$ cat src/rtl/au_request_scheduler.sv
// ---------------------------------------------------------------------------
// au_request_scheduler
//
// Shares one combinational arithmetic unit between two requesters. A
// round-robin arbiter picks one request at a time. Its operands are
// registered onto au_a/au_b/au_op. The AU outputs are then given
// SETTLE_CYCLES clock edges to settle before they are captured and returned
// on a response port together with the requester id.
//
// Handshake rules (both the request and response sides):
//   A transfer happens on a rising edge where valid & ready are both high.
//   A source keeps its payload stable while valid is high and ready is low.
//   reqN_ready is combinational and never depends on this block's outputs.
//   At most one reqN_ready is high in any cycle.
//
// Ports
//   clk, rst_n            clock and synchronous active-low reset
//   reqN_valid/ready      request handshake for requester N (N = 0, 1)
//   reqN_a/b/op           operands and op (00 add, 01 sub, 10 mul, 11 div)
//   au_a/au_b/au_op       registered operands driven to the AU
//   au_result/zero/ovf    AU outputs, sampled at the end of the settle window
//   rsp_valid/ready       response handshake
//   rsp_id/result/...     captured response payload
//   busy                  an operation is in flight (state != IDLE)
//   err_count             responses delivered with overflow, saturating at 255
// ---------------------------------------------------------------------------
module au_request_scheduler #(
  parameter int unsigned SETTLE_CYCLES = 1
) (
  input  logic       clk,
  input  logic       rst_n,
  input  logic       req0_valid,
  output logic       req0_ready,
  input  logic [3:0] req0_a,
  input  logic [3:0] req0_b,
  input  logic [1:0] req0_op,
  input  logic       req1_valid,
  output logic       req1_ready,
  input  logic [3:0] req1_a,
  input  logic [3:0] req1_b,
  input  logic [1:0] req1_op,
  output logic [3:0] au_a,
  output logic [3:0] au_b,
  output logic [1:0] au_op,
  input  logic [7:0] au_result,
  input  logic       au_zero,
  input  logic       au_overflow,
  output logic       rsp_valid,
  input  logic       rsp_ready,
  output logic       rsp_id,
  output logic [7:0] rsp_result,
  output logic       rsp_zero,
  output logic       rsp_overflow,
  output logic       busy,
  output logic [7:0] err_count
);

  typedef enum logic [1:0] {
    IDLE = 2'd0,
    EXEC = 2'd1,
    RESP = 2'd2
  } state_t;

  // Settle counter preload: the capture happens on the edge where cnt is 0,
  // so a preload of SETTLE_CYCLES-1 gives exactly SETTLE_CYCLES EXEC edges.
  localparam logic [3:0] CNT_INIT = 4'(SETTLE_CYCLES - 1);

  state_t     state;
  state_t     state_next;
  logic       last_grant;
  logic [3:0] cnt;
  logic       grant0;
  logic       grant1;
  logic       accept;
  logic       sel;
  logic       rsp_done;

  // Round robin: a lone requester always wins; when both ask, the one that
  // was not granted last wins.
  always_comb begin
    grant0     = req0_valid & (~req1_valid | last_grant);
    grant1     = req1_valid & (~req0_valid | ~last_grant);
    req0_ready = (state == IDLE) & grant0;
    req1_ready = (state == IDLE) & grant1;
    accept     = req0_ready | req1_ready;
    sel        = req1_ready;
    rsp_done   = rsp_valid & rsp_ready;
    busy       = (state != IDLE);
  end

  // State register
  always_ff @(posedge clk) begin
    if (!rst_n) begin
      state <= IDLE;
    end else begin
      state <= state_next;
    end
  end

  // Next-state logic
  always_comb begin
    state_next = state;
    unique case (state)
      IDLE:    if (accept)     state_next = EXEC;
      EXEC:    if (cnt == 4'd0) state_next = RESP;
      RESP:    if (rsp_done)   state_next = IDLE;
      default: state_next = IDLE;
    endcase
  end

  // Datapath: operand registers, settle counter, response capture, errors.
  always_ff @(posedge clk) begin
    if (!rst_n) begin
      last_grant   <= 1'b1;
      cnt          <= 4'd0;
      au_a         <= 4'd0;
      au_b         <= 4'd0;
      au_op        <= 2'd0;
      rsp_valid    <= 1'b0;
      rsp_id       <= 1'b0;
      rsp_result   <= 8'd0;
      rsp_zero     <= 1'b0;
      rsp_overflow <= 1'b0;
      err_count    <= 8'd0;
    end else begin
      case (state)
        IDLE: begin
          if (accept) begin
            au_a       <= sel ? req1_a  : req0_a;
            au_b       <= sel ? req1_b  : req0_b;
            au_op      <= sel ? req1_op : req0_op;
            rsp_id     <= sel;
            last_grant <= sel;
            cnt        <= CNT_INIT;
          end
        end
        EXEC: begin
          if (cnt == 4'd0) begin
            rsp_result   <= au_result;
            rsp_zero     <= au_zero;
            rsp_overflow <= au_overflow;
            rsp_valid    <= 1'b1;
          end else begin
            cnt <= cnt - 4'd1;
          end
        end
        RESP: begin
          if (rsp_done) begin
            rsp_valid <= 1'b0;
            if (rsp_overflow && (err_count != 8'hFF)) begin
              err_count <= err_count + 8'd1;
            end
          end
        end
        default: ;
      endcase
    end
  end

endmodule

$ cat config.mk
export PLATFORM = sky130hd
export DESIGN_NAME = au_request_scheduler
export DESIGN_NICKNAME = d
export VERILOG_FILES = /design/src/rtl/au_request_scheduler.sv
export SDC_FILE = /design/constraint.sdc
export NUM_CORES = 1
export LEC_CHECK = 0
export BUFFER_PORTS_ARGS = -buffer_cell sky130_fd_sc_hd__buf_2
export CAP_MARGIN = 15
export CORE_ASPECT_RATIO = 1.4
export CORE_MARGIN = 10
export CORE_UTILIZATION = 30
export DETAILED_ROUTE_END_ITERATION = 8
export MAX_ROUTING_LAYER = met4
export PLACE_DENSITY_LB_ADDON = 0.08
export SYNTH_ARGS = -nofsm -noshare
export SYNTH_HDL_FRONTEND = slang
export SYNTH_SLANG_ARGS = --single-unit
$ cat constraint.sdc
create_clock -name clk -period 1.95 [get_ports clk]
set_input_delay 0.585 -clock clk [delete_from_list [all_inputs] [get_ports clk]]
set_output_delay 0.585 -clock clk [all_outputs]
set_load 0.05 [all_outputs]
==> flow_metrics.tcl <==
set metrics [dict create \
    crit_arrival_ps 1240 \
    clk_pin_slew_ps 70 \
    finalCriticalPeriod_ps 1820 \
    synth_cells 195 \
    fillers 588 \
    htreeDepth 2 \
    min_path_type "reg2reg" \
    crit_required_ps 1360 \
    max_stage_delay_ps 360 \
    critPathLaunch "state[0]$_SDFFE_PN0P_" \
    ctsResizeCount 2 \
    synthTopCellsByArea "dfxtp_1, nand2_1, a21oi_1, nand3_1, o21ai_0" \
    drc 0 \
    drt_iter0_markers 22 \
    crit_fanout 5 \
    synth_most_common_cell "nand2_1" \
    ys_seq_area_share_pct 46.7 \
    synth-seq-cells 37 \
    hpwl_um 3600 \
    area_growth_pct 32.3 \
    ys.flop_type "dfxtp_1" \
    grtUsageTotal_pct 11.5 \
    drive_gt1_share_pct 32.8 \
    worstMarginPinSlew_ps 736 \
    powerDensity_mw_per_mm2 1120 \
    cp-start-kind "flop" \
    max-clock-path-buffers 2 \
    slew_headroom_pct 50.9 \
    setup_viol 0 \
    fp-row-count 31 \
    clk_latency_ps 290 \
    crit_path_end_kind "primary output" \
    p_leak_nw 0.946 \
    outcome "completed" \
    fp.coreArea_mm2 0.00516 \
    cp_top_family "flip-flops" \
    nets 301 \
    wire_per_inst_um 14.3 \
    numCtsBuffers 5 \
    start_util_pct 30.8 \
    fmax_mhz 548 \
    grt_max_degree 23 \
    grt_first_pass_wirelength_um 7820 \
    dr.pass1.iters 4 \
    syn_area_mm2 0.00159 \
    drv_slew 0 \
    synth.distinct_cells 32 \
    critPathKind "reg2out" \
    ir_drop_mv 0.573 \
    setup-tns-final_ps 0 \
    r2r_setup_slack_ps 230 \
    cts_tree "yes" \
    fp.dieArea_mm2 0.00864 \
    ant_nets 0 \
    yosys_warnings 0 \
    grt_overflow 0 \
    first_global_vias 1719 \
    hp-start "rsp_result[7]$_SDFFE_PN0P_" \
    grt_setup_unrepaired "no" \
    io_pins 68 \
    die_y_um 106 \
    post_cts_buffers 0 \
    hold_violations 0 \
    finClkSkew_ps 4.12 \
    finalCritPeriodShare_pct 93.6 \
    crit-reg2reg-launch "cnt[0]$_SDFFE_PN0P_" \
    routed_via_density 4.88 \
    synthArstFlopShare_pct 0 \
    maxCapViolCount 0 \
    slowest_stage "dfxtp_1" \
    port_buffers 67 \
    syn-num-nets 232 \
    cts_sinks 37 \
    die_w_um 81.5 \
    hold_ws_ps 455 \
    syn_avg_cell_area_um2 8.14 \
    clk_root_buffer_cell "clkbuf_8" \
    synth-edff-count 0 \
    ctsHoldBuffers 0 \
    path_cells "nor2_4 -> nand3_1 -> inv_1 -> clkbuf_4" \
    synth_top_area_share_pct 46.7 \
    place.gp.congestion 0.715 \
    synth.largest_area_cell "dfxtp_1" \
    totalWireLength_um 4750 \
    antenna_found_initial 0 \
    vias 1615 \
    critical_path_buf_inv_count 2 \
    antenna_cells 0 \
    ys_top_cells_by_count "nand2_1, dfxtp_1, a21oi_1" \
]
[tightest hold or removal path, delay by kind of cell, from the launching register on]
kind,cells,cell delay [ps]
AO/OA/AOI/OAI,1,50
flip-flops,1,310
AND/OR/NAND/NOR,1,50
[registers in the layout, summed over array words and instances, names as in the netlist]
name and count:
err_count 8, rsp_result 8, au_a 4, au_b 4, cnt 4, au_op 2
state 2, last_grant 1, rsp_id 1, rsp_overflow 1, rsp_valid 1, rsp_zero 1
[layer usage]
metal	share of wire (%)	global-route usage, %
met5	0	-
met4	1.2	4.09
met3	7.3	4.38
met2	48	18.6
met1	44	12.3
[cell type report]
class,count,area (um^2),area share [%]
Multi-Input combinational cell,142,792,37.7
Sequential cell,37,741,35.3
Timing Repair Buffer,72,378,18.0
Tap cell,66,82.6,3.94
Clock buffer,6,72.6,3.46
Inverter,6,22.5,1.07
Clock inverter,2,10.0,0.477
[cells in the final DEF (no fill, tap or decap), drive strengths merged]
master and count:
buf 71, nand2 40, dfxtp 37, a21oi 18, nand3 15, o21ai 14
a31oi 11, nor2 9, clkbuf 7, inv 6, or3 4, nand2b 3
xor2 3, and2b 2, and3 2, o21a 2, mux2i 2, nor3 2
ha 2, clkinv 2, o2111ai 2, nor3b 1, nand4 1, and4b 1
nor4 1, o22ai 1, a21boi 1, o211ai 1, o31ai 1, or4 1
nand3b 1, a31o 1
[cells by family after synthesis]
family	count (synthesis)	synth area share, %
AOI/OAI and AO/OA	52	20.1
xor gates and xnor gates	3	1.66
adders and majority gates	2	1.58
buffers and inverters	16	3.86
DFF	37	46.7
muxes	2	1.26
and+or+nand+nor	83	24.8
[final timing paths]
| check | end | cells after the start |
|---|---|---|
| max | req1_ready | 4 |
| min | rsp_result[7]$_SDFFE_PN0P_ | 2 |
| max reg2reg | cnt[2]$_SDFFE_PN0P_ | 6 |
| min reg2reg | rsp_result[7]$_SDFFE_PN0P_ | 2 |
[through the flow]
stage | instances | setup WS [ps] | cell area (um^2) | utilization, % | power [mW]
2_1_floorplan | 195 | 83.6 | 1590 | - | 1.60
3_3_place_gp | 323 | 120 | 2000 | 38.8 | 1.85
3_5_place_dp | 323 | 117 | 2000 | 38.8 | 1.85
4_1_cts | 331 | 17.6 | 2090 | 40.5 | 2.39
5_1_grt | 331 | 21.6 | 2100 | 40.7 | 2.51
6_report | 331 | 126 | 2100 | 40.7 | 2.36
[power breakdown]
part	switching, mW	internal (mW)	total (mW)
Combinational	0.664	0.249	0.913
Sequential	0.0676	0.859	0.927
Clock	0.273	0.248	0.520
No activity file was read; power rests on OpenSTA's default activity.
